<file path="config.mk">
export PLATFORM = sky130hd
export DESIGN_NAME = btn_led_arbiter
export DESIGN_NICKNAME = d
export VERILOG_FILES = /design/src/rtl/btn_arb_pkg.sv /design/src/rtl/btn_debounce.sv /design/src/rtl/btn_led_arbiter.sv
export SDC_FILE = /design/constraint.sdc
export NUM_CORES = 1
export LEC_CHECK = 0
export BUFFER_PORTS_ARGS = -buffer_cell sky130_fd_sc_hd__buf_2
export CAP_MARGIN = 5
export CORE_MARGIN = 3
export CORE_UTILIZATION = 64
export DETAILED_ROUTE_END_ITERATION = 6
export PLACE_DENSITY = 0.78
export SYNTH_ARGS = -nofsm -noshare
export SYNTH_HDL_FRONTEND = slang
export SYNTH_SLANG_ARGS = --single-unit
</file>
<file path="constraint.sdc">
create_clock -name clk -period 3.4 [get_ports clk]
set_input_delay 0.34 -clock clk [delete_from_list [all_inputs] [get_ports clk]]
set_output_delay 0.34 -clock clk [all_outputs]
set_load 0.01 [all_outputs]
</file>
<file path="src/rtl/btn_arb_pkg.sv">
// State encoding shared by the button/LED arbiter and its bench.
// Latency: n/a (types and constants only).
// Backpressure: n/a.
package btn_arb_pkg;

  localparam logic [1:0] ENC_IDLE   = 2'b00;
  localparam logic [1:0] ENC_GRANT0 = 2'b01;
  localparam logic [1:0] ENC_GRANT1 = 2'b10;
  localparam logic [1:0] ENC_CHORD  = 2'b11;

  typedef enum logic [1:0] {
    ST_IDLE   = ENC_IDLE,
    ST_GRANT0 = ENC_GRANT0,
    ST_GRANT1 = ENC_GRANT1,
    ST_CHORD  = ENC_CHORD
  } arb_state_t;

endpackage

</file>
<file path="src/rtl/btn_debounce.sv">
// Two-flop synchronizer plus level debouncer for one raw button.
// Latency: 2 sync cycles + DEBOUNCE_CYCLES stable samples before req follows the button.
// Backpressure: none; req is a level, sampled freely by the consumer.
module btn_debounce #(
  parameter int DEBOUNCE_CYCLES = 16
) (
  input  logic clk,
  input  logic rst,
  input  logic btn,
  output logic req
);

  localparam int CW = $clog2(DEBOUNCE_CYCLES);
  localparam logic [CW-1:0] CNT_LAST = CW'(DEBOUNCE_CYCLES - 1);

  logic          meta;
  logic          sync;
  logic [CW-1:0] cnt;

  // cnt holds the number of differing samples already seen; the sample that
  // would make it DEBOUNCE_CYCLES flips req instead, so it never wraps.
  always_ff @(posedge clk or posedge rst) begin
    if (rst) begin
      meta <= 1'b0;
      sync <= 1'b0;
      cnt  <= '0;
      req  <= 1'b0;
    end else begin
      meta <= btn;
      sync <= meta;
      if (sync == req) begin
        cnt <= '0;
      end else if (cnt == CNT_LAST) begin
        req <= sync;
        cnt <= '0;
      end else begin
        cnt <= cnt + 1'b1;
      end
    end
  end

endmodule

</file>
<file path="src/rtl/btn_led_arbiter.sv">
// Two-button arbiter for a shared LED with minimum hold time; BTN_ARB_CHORD_EN adds a both-LED chord state.
// Latency: debounced request to LED in 1 cycle; grant held at least HOLD_CYCLES cycles.
// Backpressure: none; a losing request simply waits until the current grant may be released.
module btn_led_arbiter
  import btn_arb_pkg::*;
#(
  parameter int DEBOUNCE_CYCLES = 16,
  parameter int HOLD_CYCLES     = 1024
) (
  input  logic clk,
  input  logic rst,
  input  logic btn0,
  input  logic btn1,
  output logic led0,
  output logic led1
);

  localparam int HW = $clog2(HOLD_CYCLES + 1);
  localparam logic [HW-1:0] HOLD_MAX  = HW'(HOLD_CYCLES);
  localparam logic [HW-1:0] HOLD_LAST = HW'(HOLD_CYCLES - 1);

  logic          req0;
  logic          req1;
  arb_state_t    state;
  arb_state_t    nxt;
  logic [HW-1:0] hold_cnt;
  logic          hold_done;
  logic          last_grant;

  btn_debounce #(.DEBOUNCE_CYCLES(DEBOUNCE_CYCLES)) u_deb0 (
    .clk (clk),
    .rst (rst),
    .btn (btn0),
    .req (req0)
  );

  btn_debounce #(.DEBOUNCE_CYCLES(DEBOUNCE_CYCLES)) u_deb1 (
    .clk (clk),
    .rst (rst),
    .btn (btn1),
    .req (req1)
  );

  // hold_cnt reads k after the k-th edge of a grant, so the grant may end on
  // the edge where it would reach HOLD_CYCLES: exactly HOLD_CYCLES LED cycles.
  assign hold_done = (hold_cnt >= HOLD_LAST);

`ifdef BTN_ARB_CHORD_EN
  logic req0_q;
  logic req1_q;

  always_ff @(posedge clk or posedge rst) begin
    if (rst) begin
      req0_q <= 1'b0;
      req1_q <= 1'b0;
    end else begin
      req0_q <= req0;
      req1_q <= req1;
    end
  end
`endif

  always_comb begin
    nxt = state;
    case (state)
      ST_IDLE: begin
        if (req0 && req1) begin
          nxt = last_grant ? ST_GRANT0 : ST_GRANT1;
        end else if (req0) begin
          nxt = ST_GRANT0;
        end else if (req1) begin
          nxt = ST_GRANT1;
        end
`ifdef BTN_ARB_CHORD_EN
        if (req0 && req1 && !req0_q && !req1_q) begin
          nxt = ST_CHORD;
        end
`endif
      end
      ST_GRANT0: begin
        if (hold_done) begin
          if (req1) begin
            nxt = ST_GRANT1;
          end else if (!req0) begin
            nxt = ST_IDLE;
          end
        end
      end
      ST_GRANT1: begin
        if (hold_done) begin
          if (req0) begin
            nxt = ST_GRANT0;
          end else if (!req1) begin
            nxt = ST_IDLE;
          end
        end
      end
      ST_CHORD: begin
`ifdef BTN_ARB_CHORD_EN
        if (!req0 || !req1) begin
          nxt = ST_IDLE;
        end
`else
        nxt = ST_IDLE;
`endif
      end
      default: nxt = ST_IDLE;
    endcase
  end

  always_ff @(posedge clk or posedge rst) begin
    if (rst) begin
      state      <= ST_IDLE;
      led0       <= 1'b0;
      led1       <= 1'b0;
      hold_cnt   <= '0;
      last_grant <= 1'b1;
    end else begin
      state <= nxt;
      led0  <= (nxt == ST_GRANT0) || (nxt == ST_CHORD);
      led1  <= (nxt == ST_GRANT1) || (nxt == ST_CHORD);
      if (nxt != state) begin
        hold_cnt <= '0;
      end else if ((state == ST_GRANT0 || state == ST_GRANT1) && hold_cnt != HOLD_MAX) begin
        hold_cnt <= hold_cnt + 1'b1;
      end
      if (nxt == ST_GRANT0 && state != ST_GRANT0) begin
        last_grant <= 1'b0;
      end
      if (nxt == ST_GRANT1 && state != ST_GRANT1) begin
        last_grant <= 1'b1;
      end
    end
  end

endmodule

</file>
==> flow_summary.ini, run 1 <==
[placement]
dp.cells = 176
port_buffers = 5
finalWeightedCongestion = 0.871
dp_hpwl_um = 1760

[timing]
skew_ps = 10.5
fin_crit_sh = 0.689
hold_violations = 0
slew_headroom = 0.304
worst_pin_slew_ps = 1040
finalSetupTns_ps = 0
period_minus_slack_ps = 2340
slew_viol_final = 0
grt_setup_unrepaired = no
fmax_mhz = 427
setup_viol = 0

[cells_and_area]
max_flop_register = hold_cnt
drive_gt1_frac = 0.115
seq_area_um2 = 727
antenna_cells = 0
nFillCells = 130
multi_input_area_um2 = 677
largest_register_ffs = 11
finalNonFillerCells = 184
syn2layout_area_growth_pct = 5.88
top_regs = hold_cnt (11), u_deb0.cnt (4), u_deb1.cnt (4)
nets = 167

[detailed_routing]
drtIter0Drc = 35
finalWirelength_um = 2470
vias = 1073
vias_per_cell = 5.83
antenna_left = 0
drc_errors = 0
wire_per_inst_um = 13.4
drtPass1Iterations = 4

[outcome]
status = finished, final reports clean

[hold_path]
worst_hold_path_type = in -> reg

[power_and_ir_drop]
vdd_ir_drop_max_mv = 0.304
power_leakage_nw = 0.714
cellPowerDensity_nw_per_um2 = 392

[setup_path]
crit_path_start_kind = flip-flop
required_ps = 3600
cp-end-kind = flip-flop
crit_type = reg -> reg
arrival_ps = 2540
cp_max_fo = 11

[die]
die_area_um2 = 2910
die_y_um = 53.9
fp-row-count = 16
die_w_um = 53.9
initial_utilization = 0.712
ioPinCount = 6
core_area_um2 = 2060

[synth]
synth-edff-count = 0
synth.ff_latch_count = 29
yosysSeqAreaShare = 0.495
synth_top_flop_cell = dfrtp_1
syn_area_um2 = 1470
syn_nets = 158
ys_types = 35
async_flop_share = 1.00
syn_area_per_cell_um2 = 9.99
synthCells = 147
yosys_warnings = 0

[clocking]
cts_setup_buffers = 0
cts-root-buf = clkbuf_4
cts_sinks = 29
clk_pin_slew_ps = 90
cts_buffers = 5
cts_buffer_depth = 2
ctsHoldBuffers = 0
worstSkewPairLatency_ps = 330
cts_max_level = 2
cts-resized-gates = 0
tritoncts = yes

[job]
drv_cap = 0

[grt]
grt_overflow_total = 0
grt_max_degree = 30
antenna_found_initial = 0
grt_pass1_wl_um = 4150
grtUsageTotal = 0.208
grt_pass1_vias = 1050
worst paths after layout:
check,start,to,slack [ps],cells after the start
setup / recovery,led1$_DFF_PP0_,hold_cnt[2]$_DFFE_PP0P_,1060,8
hold / removal,btn1,u_deb1.meta$_DFF_PP0_,120,1
setup reg to reg,led1$_DFF_PP0_,hold_cnt[2]$_DFFE_PP0P_,1060,8
hold reg to reg,u_deb0.meta$_DFF_PP0_,u_deb0.sync$_DFF_PP0_,350,0
max in group asynchronous,rst,hold_cnt[5]$_DFFE_PP0P_,2510,2
min in group asynchronous,rst,u_deb0.req$_DFFE_PP0P_,250,2
cells in the mapped netlist, types with 3 or more instances:
| cell | number | area, um^2 |
|---|---|---|
| nand3_1 | 3 | 15.0 |
| nand2_1 | 8 | 30.0 |
| ha_1 | 7 | 87.6 |
| xor2_1 | 5 | 43.8 |
| nand4_1 | 4 | 25.0 |
| dfrtp_1 | 28 | 701 |
| nor2b_1 | 4 | 25.0 |
| o21ai_0 | 7 | 35.0 |
| nor2_1 | 21 | 78.8 |
| nor4_1 | 3 | 18.8 |
| xnor2_1 | 8 | 70.1 |
| a21oi_1 | 11 | 55.1 |
| inv_1 | 11 | 41.3 |
worst max-delay path: stages (launching register included):
cell	delay, ps
dfrtp_1	450
inv_1	90
ha_1	250
mux2_4	280
nor4_1	330
o31ai_2	130
a21oi_1	170
a311o_1	400
nor3_1	110
through the flow:
step	power (W)	hold slack (ps)	cell area, um^2	setup WS, ps	utilization
floorplan	0.000408	331	1470	1470	-
global placement	0.000417	333	1500	1210	0.729
finish	0.000609	118	1560	1060	0.754
global route	0.000645	90.1	1560	841	0.754
CTS	0.000618	103	1560	1090	0.754
detailed placement	0.000419	339	1500	1100	0.729
power breakdown:
| part | switching (W) | internal, W | total (W) |
|---|---|---|---|
| logic | 0.0000235 | 0.0000177 | 0.0000412 |
| registers | 0.0000136 | 0.000358 | 0.000371 |
| clock network | 0.000118 | 0.0000786 | 0.000197 |
| total | 0.000155 | 0.000454 | 0.000609 |
layer usage:
metal,global-route usage,wire length [um]
met1,0.216,1060
met2,0.353,1230
met3,0.0970,144
met4,0.0936,40
met5,0,0
final cells by class:
class | instances | area share
repair buffers | 5 | 0.0161
multi-input cells | 104 | 0.435
flip-flops and latches | 29 | 0.467
clock inverters | 2 | 0.00644
inverters | 11 | 0.0265
well taps | 27 | 0.0217
clock buffers | 6 | 0.0265
kinds of logic (layout without fill, tap and decap cells):
family | Yosys count | count (layout) | share of synthesized area
xor gates and xnor gates | 13 | 13 | 0.0775
DFF | 29 | 29 | 0.495
AOI/OAI and AO/OA | 30 | 30 | 0.129
adders and majority gates | 7 | 7 | 0.0596
muxes | 3 | 3 | 0.0255
buffers and inverters | 14 | 24 | 0.0443
and+or+nand+nor | 51 | 51 | 0.169
layout by cell type, fill, tap and decap left out, drive strengths merged, types with 2 or more instances in the layout:
cell | netlist | final
dfrtp | 28 | 28
nor2 | 21 | 21
a21oi | 11 | 11
inv | 11 | 11
nand2 | 8 | 8
xnor2 | 8 | 8
o21ai | 7 | 7
ha | 7 | 7
clkbuf | 1 | 6
xor2 | 5 | 5
buf | 2 | 5
nand4 | 4 | 4
nor2b | 4 | 4
nor4 | 3 | 3
nand3 | 3 | 3
o31ai | 3 | 3
mux2 | 3 | 3
nor3 | 2 | 2
nor3b | 2 | 2
nand4b | 2 | 2
clkinv | 0 | 2
(Power assumes the default switching activity.)
==> inputs of run 2 (changes only) <==
ABC_AREA = 1   (was unset)
CORE_UTILIZATION = 60   (was 64)
PLACE_DENSITY = 0.74   (was 0.78)
clock period = 2.39 ns   (was 3.4 ns; I/O delays follow)
==> run 2 against run 1 <==
  * Sequential power grew 51%
  * Critical path depth grew 4
  * Largest cell class is now multi-input combinational cells
  * Global-route usage shrank 0.78 points
  * Clock skew shrank 4.8 ps
  * Combinational power grew to 4.0 times the previous value
  * Cell area grew 7.6%
  * Critical endpoint is now hold_cnt[4]$_DFFE_PP0P_
  * Maximum frequency grew 19%
  * Core utilization shrank 3.2 points
==> flow_summary.ini, run 2 <==
[setup_path]
worst-path-buf-inv = 0
r2r_slack_ps = 430
crit_start = hold_cnt[0]$_DFFE_PP0P_
crit_path_start_kind = flip-flop
ff2ff_path_depth = 12
endpoint = hold_cnt[4]$_DFFE_PP0P_
r2r_start = hold_cnt[0]$_DFFE_PP0P_
cp_max_fo = 11
critPathMaxStageDelay_ps = 420
cpMostUsedCell = nand2_2
path_depth = 12
crit_family = simple AND/OR/NAND/NOR gates
crit_chain = ha_1 > nand3_1 > nor2_2 > nand2_1 > nand3_2 > a21oi_1 > nand2_2 > nand2_4 > nand2_2 > nand2_2 > nand2_2 > nor2_2
crit_type = reg -> reg
cp-end-kind = flip-flop
crit_slowest_cell = dfrtp_1
arrival_ps = 2210
r2r_end = hold_cnt[4]$_DFFE_PP0P_
required_ps = 2640

[cells_and_area]
nFillCells = 181
final_cell_mix = nand2_1, dfrtp_1, nor2_1, inv_1, nor2_2
top_regs = hold_cnt (11), u_deb0.cnt (4), u_deb1.cnt (4)
largest_register_ffs = 11
syn2layout_area_growth_pct = 8.52
nets = 200
drive_gt1_frac = 0.222
max_flop_register = hold_cnt
final_common_cell = nand2_1
antenna_cells = 0

[synth]
synth_top_flop_cell = dfrtp_1
yosysSeqAreaShare = 0.471
synth.largest_area_cell = dfrtp_1
yosysMostFrequentCell = nand2_1
synth_commonest_cells = nand2_1, dfrtp_1, nor2_1, inv_1, nor2_2
synthCells = 175
synth.ff_latch_count = 29
async_flop_share = 1.00
yosys_warnings = 0
syn_area_per_cell_um2 = 8.82
ys_types = 25
syn_area_um2 = 1540
synth-edff-count = 0
syn_nets = 186
synth_top_area_share = 0.454
synthTopCellsByArea = dfrtp_1, nand2_1, ha_1, nor2_2, xor2_1

[die]
die_y_um = 56.7
initial_utilization = 0.665
core_area_um2 = 2320
fp-row-count = 17
ioPinCount = 6
die_w_um = 56.7
die_area_um2 = 3220

[grt]
antenna_found_initial = 0
grtUsageTotal = 0.200
grt_pass1_vias = 1174
grt_overflow_total = 0
grt_max_degree = 30
grt_pass1_wl_um = 4920

[detailed_routing]
vias = 1133
drtPass1Iterations = 4
antenna_left = 0
wire_per_inst_um = 12.3
drtIter0Drc = 25
vias_per_cell = 5.22
drc_errors = 0
finalWirelength_um = 2670

[power_and_ir_drop]
cellPowerDensity_nw_per_um2 = 608
vdd_ir_drop_max_mv = 0.492
finalPower_w = 0.00102
power_leakage_nw = 0.836

[placement]
port_buffers = 5
finalWeightedCongestion = 0.959
dp_hpwl_um = 1960

[timing]
grt_setup_unrepaired = no
skew_ps = 5.73
fin_crit_sh = 0.821
slew_viol_final = 0
worst_pin_slew_ps = 356
period_minus_slack_ps = 1960
slew_headroom = 0.761
hold_violations = 0
setup_viol = 0
fmax_mhz = 509
whs_ps = 26.4
finalSetupTns_ps = 0

[job]
drv_cap = 0

[clocking]
tritoncts = yes
cts_setup_buffers = 0
cts_buffers = 5
cts-root-buf = clkbuf_4
cts_max_level = 2
cts_buffer_depth = 2
clk_pin_slew_ps = 80
cts_sinks = 29
ctsHoldBuffers = 1
worstSkewPairLatency_ps = 320
cts-resized-gates = 0

[outcome]
status = finished, final reports clean

[hold_path]
worst_hold_path_type = in -> reg
hp-start = btn0
[run 2: final cells by class]
class	count	area [um^2]	share of cell area
multi-input combinational	125	729	0.436
tap	28	35.0	0.0209
clock buffer	7	55.1	0.0329
inverter	20	75.1	0.0448
sequential	29	727	0.434
timing repair buffer	8	52.6	0.0314
[run 2: cells by family after synthesis]
family / count (synthesis) / share of synthesized area
AOI/OAI and AO/OA: 14 / 0.0503
xor gates and xnor gates: 13 / 0.0738
adders and majority gates: 7 / 0.0568
buffers and inverters: 21 / 0.0560
DFF: 29 / 0.471
and+or+nand+nor: 91 / 0.292
[run 2: power breakdown]
part | internal [W] | total (W) | switching [W]
Sequential | 0.000531 | 0.000560 | 0.0000293
Clock | 0.000139 | 0.000293 | 0.000155
Combinational | 0.0000599 | 0.000165 | 0.000105
Total | 0.000729 | 0.00102 | 0.000289
[run 2: worst reg2reg max path, stage by stage (launching register included)]
cell,delay (ps)
dfrtp_1,420
ha_1,240
nand3_1,120
nor2_2,50
nand2_1,70
nand3_2,120
a21oi_1,200
nand2_2,110
nand2_4,90
nand2_2,50
nand2_2,60
nand2_2,210
nor2_2,160
[run 2: through the flow]
| step | area (um^2) | util | instances | setup slack [ps] |
|---|---|---|---|---|
| floorplan | 1540 | - | 175 | 692 |
| global placement | 1600 | 0.690 | 208 | 525 |
| detailed placement | 1600 | 0.690 | 208 | 448 |
| CTS | 1660 | 0.718 | 216 | 427 |
| global route | 1670 | 0.722 | 217 | 258 |
| finish | 1670 | 0.722 | 217 | 427 |
[run 2: how the worst min path moves through the flow]
stage	depth (start not counted)	slack, ps	end
floorplan	0	270	u_deb0.meta$_DFF_PP0_
global placement	3	310	u_deb0.meta$_DFF_PP0_
detailed placement	3	320	u_deb0.cnt[0]$_DFF_PP0_
CTS	1	4	u_deb1.meta$_DFF_PP0_
global route	1	7	u_deb0.meta$_DFF_PP0_
finish	1	30	u_deb0.meta$_DFF_PP0_
[run 2: routing by layer]
metal  GRT usage  share of wire  wire length (um)
met5           0              0                 0
met4      0.0949          0.020                54
met3      0.0759          0.043               114
met2       0.315           0.45              1210
met1       0.239           0.48              1290
==> inputs of run 3 (changes only) <==
ABC_AREA = 0   (was 1)
CORE_UTILIZATION = 54   (was 60)
PLACE_DENSITY = 0.7   (was 0.74)
clock period = 1.6 ns   (was 2.39 ns; I/O delays follow)
==> run 3 against run 2 <==
  * The flow now finishes with violations (setup timing)
  * Combinational power down 9%
  * Critical path type unchanged
  * Hold slack better by 330 ps
  * Largest cell class unchanged
  * First-iteration DRC count rose to 2.8 times the previous value
  * Sequential power up 40%
  * Non-clock buffer count up 40
  * Core utilization up 9.7 points
  * Largest power group unchanged
  * Power up 34%
  * Register-to-register slack worse by 810 ps
  * Setup slack worse by 810 ps
==> flow_summary.ini, run 3 (synthesis results as in run 1) <==
[outcome]
status = finished, violations left
violations = setup timing

[die]
fp-row-count = 18
core_area_um2 = 2520
ioPinCount = 6
initial_utilization = 0.582
die_w_um = 58.2
die_y_um = 58.2
die_area_um2 = 3380

[detailed_routing]
antenna_left = 0
wire_per_inst_um = 16.0
vias = 1331
drtPass1Iterations = 4
vias_per_cell = 5.76
drtIter0Drc = 71
finalWirelength_um = 3700
drc_errors = 0

[cells_and_area]
antenna_cells = 0
final_common_cell = buf_4
top_regs = hold_cnt (11), u_deb0.cnt (4), u_deb1.cnt (4)
largest_register_ffs = 11
max_flop_register = hold_cnt
nets = 211
syn2layout_area_growth_pct = 40.7
final_cell_mix = buf_4, dfrtp_1, nor2_1, inv_1
drive_gt1_frac = 0.413

[timing]
slew_headroom = 0.677
period_minus_slack_ps = 1980
worst_pin_slew_ps = 484
finalSetupTns_ps = -4060
whs_ps = 354
fmax_mhz = 504
hold_violations = 0
slew_viol_final = 0
fin_ws_ps = -384
grt_setup_unrepaired = yes
setup_viol = 15
fin_crit_sh = 1.24
skew_ps = 12.3

[clocking]
cts_max_level = 2
cts_buffer_depth = 2
worstSkewPairLatency_ps = 340
cts_buffers = 5
cts_sinks = 29
cts-root-buf = clkbuf_4
clk_pin_slew_ps = 90
tritoncts = yes

[setup_path]
crit_slowest_cell = a311o_2
required_ps = 1860
critPathMaxStageDelay_ps = 460
crit_path_start_kind = flip-flop
arrival_ps = 2240
crit_chain = buf_4 > a21oi_4 > buf_6 > nor3_1 > nor2_1 > o32ai_2 > a311o_2 > nor3_2
cp-end-kind = flip-flop
crit_type = reg -> reg
cp_max_fo = 6

[job]
drv_cap = 0

[power_and_ir_drop]
cellPowerDensity_nw_per_um2 = 661
finalPower_w = 0.00137
power_leakage_nw = 0.932
vdd_ir_drop_max_mv = 0.731

[grt]
grtUsageTotal = 0.250
grt_max_degree = 18
antenna_found_initial = 0
grt_pass1_vias = 1371
grt_pass1_wl_um = 6230
grt_overflow_total = 0

[placement]
dp_hpwl_um = 2280
finalWeightedCongestion = 0.830
port_buffers = 5

[hold_path]
worst_hold_path_type = reg -> reg
[run 3: worst max-delay path: cells and delay by family, from the launching register on]
family,cells,cell delay (ps)
compound gates,3,780
flops,1,420
simple gates,3,410
buf+inv,2,300
[run 3: routing by layer]
metal | track usage | routed length, um | up-vias
li1 | - | - | 623
met1 | 0.288 | 1540 | 653
met2 | 0.413 | 1830 | 36
met3 | 0.0869 | 157 | 19
met4 | 0.126 | 164 | 0
met5 | 0 | 0 | -
[run 3: worst paths after layout]
path,start,endpoint,slack [ps],cells past startpoint
setup / recovery,hold_cnt[0]$_DFFE_PP0P_,hold_cnt[2]$_DFFE_PP0P_,-380,8
max in group asynchronous,rst,u_deb1.cnt[3]$_DFF_PP0_,580,4
min in group asynchronous,rst,led0$_DFF_PP0_,400,3
hold reg to reg,u_deb0.meta$_DFF_PP0_,u_deb0.sync$_DFF_PP0_,350,0
hold / removal,u_deb0.meta$_DFF_PP0_,u_deb0.sync$_DFF_PP0_,350,0
setup reg to reg,hold_cnt[0]$_DFFE_PP0P_,hold_cnt[2]$_DFFE_PP0P_,-380,8
[run 3: power by group]
group	switching [W]	leakage [nW]	internal (W)	total, W
registers	0.0000253	0.384	0.000760	0.000785
logic	0.0000796	0.517	0.0000701	0.000150
clock network	0.000265	0.0320	0.000167	0.000432
[run 3: cell type report]
type	count	area (um^2)
fillers	166	455
repair buffers	48	378
multi-input cells	105	830
clock inverters	2	10.0
clock buffers	6	41.3
flip-flops and latches	29	729
well taps	30	37.5
inverters	11	41.3
[run 3: repair_timing]
action                                 CTS  global route
buffers inserted                         4             5
gates cloned                             1             0
endpoints found under the hold margin   13             0
pin swaps                                9            17
hold buffers                             3             0
gates resized for setup                 12            20
setup endpoints to repair               13            15
[run 3: per-stage QoR]
step / std cells / instance area (um^2) / setup WS, ps / util
5_1_grt: 231 / 2070 / -453 / 0.819
4_1_cts: 226 / 1940 / -341 / 0.769
3_5_place_dp: 210 / 1770 / -410 / 0.702
2_1_floorplan: 147 / 1500 / -222 / -
3_3_place_gp: 210 / 1770 / -288 / 0.702
6_report: 231 / 2070 / -384 / 0.819
